--- config.mk ---
export PLATFORM = sky130hd
export DESIGN_NAME = cook_timer_ctrl
export DESIGN_NICKNAME = d
export VERILOG_FILES = /design/src/rtl/cook_pkg.sv /design/src/rtl/tick_prescaler.sv /design/src/rtl/cook_timer_ctrl.sv
export SDC_FILE = /design/constraint.sdc
export NUM_CORES = 1
export LEC_CHECK = 0
export CORE_MARGIN = 8
export CORE_UTILIZATION = 54
export CTS_BUF_LIST = sky130_fd_sc_hd__clkbuf_8 sky130_fd_sc_hd__clkbuf_16
export DETAILED_ROUTE_END_ITERATION = 8
export GPL_ROUTABILITY_DRIVEN = 0
export PLACE_DENSITY = 0.86
export SYNTH_ARGS = -nofsm -noshare
export SYNTH_HDL_FRONTEND = slang
export SYNTH_SLANG_ARGS = --single-unit
--- constraint.sdc ---
create_clock -name clk -period 2.85 [get_ports clk]
set_input_delay 0.7125 -clock clk [delete_from_list [all_inputs] [get_ports clk]]
set_output_delay 0.7125 -clock clk [all_outputs]
set_load 0.005 [all_outputs]
--- src/rtl/cook_pkg.sv ---
// cook_pkg: shared state encoding and time constants for the cook timer
package cook_pkg;
  typedef enum logic [2:0] {IDLE = 3'd0, READY = 3'd1, COOKING = 3'd2, PAUSED = 3'd3, DONE = 3'd4} state_t;
  localparam int MAX_S_DEF = 5999;
  localparam int ADD_S = 30;
endpackage

--- src/rtl/tick_prescaler.sv ---
// tick_prescaler: one-cycle tick every CLK_DIV enabled cycles, cleared while disabled
module tick_prescaler #(
  parameter int CLK_DIV = 50_000_000
) (
  input  logic clk,
  input  logic rst,
  input  logic enable,
  output logic tick
);
  localparam int W = $clog2(CLK_DIV + 1);
  logic [W-1:0] cnt;
  assign tick = enable && (cnt == W'(CLK_DIV - 1));
  always_ff @(posedge clk) begin
    if (rst || !enable || tick) cnt <= '0;
    else cnt <= cnt + 1'b1;
  end
endmodule

--- src/rtl/cook_timer_ctrl.sv ---
// cook_timer_ctrl: cook time countdown FSM driving magnetron latch set/reset pulses
// Optional COOK_ADD30_EN: start while cooking adds 30 s, start in IDLE quick-starts 30 s
module cook_timer_ctrl
  import cook_pkg::*;
#(
  parameter int CLK_DIV = 50_000_000,
  parameter int TIME_W  = 13,
  parameter int MAX_S   = MAX_S_DEF
) (
  input  logic              clk,
  input  logic              rst,
  input  logic              load,
  input  logic [TIME_W-1:0] time_in,
  input  logic              start,
  input  logic              stop_clr,
  input  logic              door_closed,
  output logic              set_mag,
  output logic              reset_mag,
  output logic [TIME_W-1:0] remaining,
  output logic              done,
  output logic [2:0]        state_o
);
  state_t state;
  logic tick, door_q;
  logic [TIME_W-1:0] cap, added;
`ifdef COOK_ADD30_EN
  logic [TIME_W:0] sum;
`endif
  assign state_o = state;
  tick_prescaler #(.CLK_DIV(CLK_DIV)) u_pre (
    .clk(clk),
    .rst(rst),
    .enable(state == COOKING),
    .tick(tick)
  );
  always_comb begin
    cap = (time_in > TIME_W'(MAX_S)) ? TIME_W'(MAX_S) : time_in;
`ifdef COOK_ADD30_EN
    sum = {1'b0, remaining} + (TIME_W+1)'(ADD_S);
    added = start ? ((sum > (TIME_W+1)'(MAX_S)) ? TIME_W'(MAX_S) : sum[TIME_W-1:0]) : remaining;
`else
    added = remaining;
`endif
  end
  always_ff @(posedge clk) begin
    if (rst) begin
      state     <= IDLE;
      remaining <= '0;
      set_mag   <= 1'b0;
      reset_mag <= 1'b1;
      done      <= 1'b0;
      door_q    <= 1'b0;
    end else begin
      set_mag   <= 1'b0;
      reset_mag <= 1'b0;
      door_q    <= door_closed;
      case (state)
        IDLE: begin
          if (load && time_in != '0) begin
            state     <= READY;
            remaining <= cap;
          end
`ifdef COOK_ADD30_EN
          else if (start && door_closed && remaining == '0) begin
            state     <= COOKING;
            remaining <= TIME_W'(ADD_S);
            set_mag   <= 1'b1;
          end
`endif
        end
        READY: begin
          if (stop_clr) begin
            state     <= IDLE;
            remaining <= '0;
          end else if (start && door_closed) begin
            state   <= COOKING;
            set_mag <= 1'b1;
          end else if (load) begin
            remaining <= cap;
            if (cap == '0) state <= IDLE;
          end
        end
        COOKING: begin
          if (!door_closed || stop_clr) begin
            state     <= PAUSED;
            reset_mag <= 1'b1;
          end else if (tick && added <= TIME_W'(1)) begin
            state     <= DONE;
            remaining <= '0;
            reset_mag <= 1'b1;
            done      <= 1'b1;
          end else if (tick) remaining <= added - 1'b1;
          else remaining <= added;
        end
        PAUSED: begin
          if (stop_clr) begin
            state     <= IDLE;
            remaining <= '0;
          end else if (start && door_closed) begin
            state   <= COOKING;
            set_mag <= 1'b1;
          end
        end
        DONE: begin
          if (stop_clr || (door_q && !door_closed)) begin
            state <= IDLE;
            done  <= 1'b0;
          end
        end
        default: state <= IDLE;
      endcase
    end
  end
endmodule

* Yosys cells after proc, flatten, opt, wreduce, memory -nomap -nowiden *
Cells that the tools add are included.

storage, ports and cells
  output and inout bits = 19
  input port bits = 19
  register bits after elaboration = 46
  word-level logic and storage cells = 79

cells by class
  eq/ne operators = 17
  mux-type cells = 29
  reductions and logical operators = 21
  add/subtract/negate cells = 2
  $lt $le $gt $ge = 2
  bitwise logic cells = 1

operators by type and width
  cell                   number
  $mux 13                9
  $pmux 13 s4            1
  $mux 3                 10
  $add 26x1->26 const B  1
  $eq 26x26->1 const B   1
  $ne 3x3->1 const B     5
  $pmux 3 s5             1
  $gt 13x13->1 const B   1
  $le 13x1->1 const B    1
  $logic_not 13->1       1
  $reduce_bool 13->1     1
  $sub 13x1->13 const B  1
  $ne 2x2->1 const B     5
  $ne 4x4->1 const B     2
  $mux 1                 7
  $reduce_and 7->1       1
  $eq 3x2->1 const B     2
  $reduce_and 6->1       1
  $logic_and 1x1->1      5
  $logic_or 1x1->1       4
  $reduce_and 4->1       1
  $reduce_bool 4->1      1
  $eq 3x1->1 const B     1
  $eq 3x3->1 const B     1
  7 further kinds        8

* Longest topological paths before layout *
  depth after elaboration = 8
  mapped depth = 9
  depth with buffers taken out = 8

* Cells and area by module *
From an unflattened synthesis, not the netlist that was laid out.

unflattened totals
  cell total of the unflattened synthesis = 334
  area total of the unflattened synthesis = 2,731.4 um^2

by module, submodules not included
  module           times used  area each (um^2)  cells an instance  sequential area each (um^2)
  cook_timer_ctrl  1           1,514.0           195                400.4
  tick_prescaler   1           1,217.4           139                520.5

* Least setup slack after synthesis *
OpenSTA, ideal clock, no wires.

  path kind = flip-flop to flip-flop
  from = register remaining[0]
  to = register state[1], in the netlist state_o[1]
  arrival time = 2.052 ns
  data required time = 2.780 ns
  library setup time = 0.070 ns
  stages on the path, launching flop included = 8
  period minus slack after synthesis = 2.123 ns
  path slack = 0.727 ns
  path buffers = 0
  path through = dfxtp_1 -> ha_1 -> o21ba_1 -> or4_1 -> nor4_1 -> a21oi_1 -> a2111oi_0 -> o21bai_1

between the ends
  longest elaborated chain between the ends = 4

RTL lines
  element                     line                   source
  start, declared             cook_timer_ctrl.sv:19  output logic [TIME_W-1:0] remaining,
  start signal, assigned      cook_timer_ctrl.sv:61  remaining <= cap;
  start signal, assigned      cook_timer_ctrl.sv:79  remaining <= cap;
  start signal, assigned      cook_timer_ctrl.sv:92  end else if (tick) remaining <= added - 1'b1;
  $le 13x1->1                 cook_timer_ctrl.sv:87  end else if (tick && added <= TIME_W'(1)) begin
  $logic_and 1x1->1           cook_timer_ctrl.sv:87
  $ne 3x3->1 (no line)        --
  $reduce_and 6->1 (no line)  --
  end signal, assigned        cook_timer_ctrl.sv:85  state <= PAUSED;
  end signal, assigned        cook_timer_ctrl.sv:88  state <= DONE;
  end signal, assigned        cook_timer_ctrl.sv:97  state <= IDLE;
  end, declared               cook_timer_ctrl.sv:23  state_t state;

No other way between the ends.
A chain may end at the register's enable or synchronous reset.

* Final worst setup path *
  from = input port time_in[12]
  to = register state[1], in the netlist state_o[1]

between the ends
  longest elaborated chain between the ends = 5
  elaborated cells between the ends (all ways) = 8
  classes of those cells = order compare (1); eq/ne (2); mux (1); reduce/logical (4)

RTL lines
  element                       line                   source
  start, declared               cook_timer_ctrl.sv:13  input logic [TIME_W-1:0] time_in,
  $gt 13x13->1                  cook_timer_ctrl.sv:37  cap = (time_in > TIME_W'(MAX_S)) ? TIME_W'(MAX_S) : time_in;
  $mux 13                       cook_timer_ctrl.sv:37
  $logic_not 13->1              cook_timer_ctrl.sv:80  if (cap == '0) state <= IDLE;
  $ne 4x4->1 (no line)          --
  $reduce_and 6->1 (no line) *  --
  end signal, assigned          cook_timer_ctrl.sv:80
  end signal, assigned          cook_timer_ctrl.sv:85
  end signal, assigned          cook_timer_ctrl.sv:88

Mark *: on every way between the ends. The rest lies on a longest branch, timed or not.

==> impl_metrics.env <==
export IMPL_area_growth_pct=20.31
export IMPL_root_buffer="clkbuf_8"
export IMPL_timing_fmax_ghz=0.3885
export IMPL_maxCapViolCount=0
export IMPL_synth_ff_type="dfxtp_1"
export IMPL_clock_skew_ns=0.01038
export IMPL_synth_seq_cells=46
export IMPL_ys_warn_count=0
export IMPL_r2r_end="state_o[1]"
export IMPL_finalCritPeriodShare_pct=90.31
export IMPL_die_h_um=85.39
export IMPL_rows=25
export IMPL_place_area_mm2=0.003035
export IMPL_power_density_mw_per_mm2=472.7
export IMPL_tightest_slew_ns=0.6735
export IMPL_clock_sinks=46
export IMPL_drcViolationCount=0
export IMPL_max_slew_margin_rel_pct=54.47
export IMPL_grt_start_max_net_pins=27
export IMPL_hpwl_um=5040
export IMPL_holdPathEnd="u_pre.cnt[0]"
export IMPL_yosysTopAreaCellShare_pct=35.42
export IMPL_finalNetCount=391
export IMPL_wl_um=6818
export IMPL_crit_fanout=4
export IMPL_grt_pass1_vias=2506
export IMPL_setup_viol=0
export IMPL_leakage_uw=0.001034
export IMPL_io_pin_count=38
export IMPL_worst_setup_path_type="primary input to register"
export IMPL_startpoint="time_in[12]"
export IMPL_antenna_found_initial=0
export IMPL_cts_clk_slew_worst_paths_ns=0.08
export IMPL_worstHoldStart="u_pre.cnt[0]"
export IMPL_drive_above_1_share_pct=6.216
export IMPL_synthCells=332
export IMPL_port_buffer_count=37
export IMPL_yosysUniqueCellTypes=55
export IMPL_syn_avg_cell_area_um2=7.831
export IMPL_postRouteAntennaNets=0
export IMPL_place_ws_ns=0.04664
export IMPL_startpoint_type="primary input"
export IMPL_peakVddDrop_mv=0.2898
export IMPL_grt_overflow_total=0
export IMPL_rr_startpoint="remaining[0]"
export IMPL_coreArea_mm2=0.004692
export IMPL_hold_viol=0
export IMPL_htreeDepth=2
export IMPL_dr_pass1_iters=5
export IMPL_status="complete, no violations"
export IMPL_synth_most_common_cell="nor2_1"
export IMPL_dieArea_mm2=0.007291
export IMPL_final_area_mm2=0.003128
export IMPL_wl_per_cell_um=16.08
export IMPL_syn_nets=354
export IMPL_diodes=0
export IMPL_cts_max_path_buffers=2
export IMPL_synth_largest_area_cell="dfxtp_1"
export IMPL_period_needed_ns=2.574
export IMPL_dr_first_iter_drc_count=247
export IMPL_start_util_pct=55.41
export IMPL_synth_edf_count=0
export IMPL_ys_top_cells_by_area="dfxtp_1 (35%), nor2_1 (8.1%), a21oi_1 (4.0%)"
export IMPL_slew_violations=0
export IMPL_insertion_delay_ns=0.30
export IMPL_setup_ws_ns=0.2761
export IMPL_avgViaCountPerCell=6.087
export IMPL_die_x_um=85.39
export IMPL_rsz0062_at_grt="no"
export IMPL_hold_class="register to register"
export IMPL_grt_pass1_wl_um=11400
export IMPL_cts_tree="yes"
export IMPL_r2r_cells=7
export IMPL_critPathArrivalTime_ns=2.80
export IMPL_r2r_slack_ns=0.30
export IMPL_vias=2581
export IMPL_async_flop_share_pct=0
export IMPL_cts_inserted_buffers=5
export IMPL_crit_required_ns=3.07
export IMPL_nFillCells=400
export IMPL_gr_usage_all_layers_pct=18.96
export IMPL_min_path_cells=1
export IMPL_setup_tns_final_ns=0
export IMPL_synth_common_cells="nor2_1 (56), dfxtp_1 (46), a21oi_1 (21)"
export IMPL_synth_area_mm2=0.002600
export IMPL_seq_area_frac_synth_pct=35.42
export IMPL_end_kind="register"
[stage by stage]
| step | instances | power, uW | hold slack, ns | util [%] |
|---|---|---|---|---|
| 2_1_floorplan | 332 | 940.0 | 0.4379 | - |
| 3_3_place_gp | 416 | 1088 | 0.4554 | 64.69 |
| 3_5_place_dp | 416 | 1097 | 0.4605 | 64.69 |
| 4_1_cts | 424 | 1483 | 0.4814 | 66.53 |
| 5_1_grt | 424 | 1548 | 0.5178 | 66.67 |
| 6_report | 424 | 1479 | 0.4737 | 66.67 |
[cell usage in the layout (no fill, tap or decap), drive strengths merged, types with 3 or more instances in the layout]
| cell | instances |
|---|---|
| o31ai | 5 |
| nand4 | 6 |
| nand2b | 7 |
| or2 | 3 |
| nand3 | 15 |
| buf | 8 |
| inv | 9 |
| xor2 | 12 |
| a31oi | 3 |
| xnor2 | 9 |
| dfxtp | 46 |
| and4 | 8 |
| nor4b | 5 |
| a21oi | 21 |
| o21ai | 22 |
| ha | 3 |
| o32a | 3 |
| or3 | 10 |
| nor4 | 7 |
| nand2 | 15 |
| clkdlybuf4s50 | 37 |
| nor2b | 11 |
| clkbuf | 5 |
| nor2 | 56 |
| o21bai | 4 |
| nor3 | 10 |
[worst max-delay path, cell delays in order]
cell and delay (ns):
clkdlybuf4s50_1 0.44, nor4_1 0.49, and4_1 0.28, nand3_1 0.08
a21o_1 0.21, a2111oi_0 0.43, o21bai_1 0.17
[where the power goes]
group	switching, uW	leakage (uW)	internal, uW
logic	194	0.000610	181
clock network	218	0.0000493	170
registers	42.3	0.000374	673
total	455	0.00103	1020
[layer usage]
layer | up-vias | part of all wire, % | track usage [%] | wire length [um]
li1 | 1280 | - | - | -
met1 | 1193 | 43 | 21.60 | 2929
met2 | 92 | 49 | 33.66 | 3353
met3 | 16 | 5.9 | 4.247 | 400
met4 | 0 | 2.0 | 6.847 | 134
met5 | - | 0 | 0 | 0
[worst max-delay path by stage]
stage,to,slack [ns]
5_1_grt,done,0.12
4_1_cts,state_o[1],0.15
6_report,state_o[1],0.28
2_1_floorplan,state_o[1],0.73
3_5_place_dp,state_o[1],0.05
3_3_place_gp,state_o[1],0.19
[cell type report]
| class | count | area (um^2) | share of cell area, % |
|---|---|---|---|
| Clock buffer | 5 | 68.82 | 2.200 |
| Multi-Input combinational cell | 263 | 1593 | 50.92 |
| Timing Repair Buffer | 45 | 430.4 | 13.76 |
| Sequential cell | 46 | 920.9 | 29.44 |
| Tap cell | 54 | 67.56 | 2.160 |
| Inverter | 8 | 30.03 | 0.9600 |
| Clock inverter | 3 | 17.52 | 0.5600 |
[state kept, by name, summed over array words and instances, names as in the netlist]
name and cells:
done 1, state_o 3, u_pre.cnt 26, door_q 1, reset_mag 1, remaining 13
set_mag 1
[cell families (layout without fill, tap and decap cells)]
kind of cell	count (synthesis)	count (layout)	synth area share [%]
muxes	1	1	0.3850
and+or+nand+nor	163	163	33.49
adders and majority gates	3	3	1.444
AOI/OAI and AO/OA	75	75	18.62
DFF	46	46	35.42
buffers and inverters	23	61	3.561
xor gates and xnor gates	21	21	7.074
[repair_timing]
item                                   in CTS  in global routing
endpoints found under the hold margin       0                  0
setup buffers                               0                  0
resized for setup                           0                  1
hold buffers                                0                  0
setup endpoints to repair                   0                  1
Note: power is estimated with default switching activity, not from simulation.
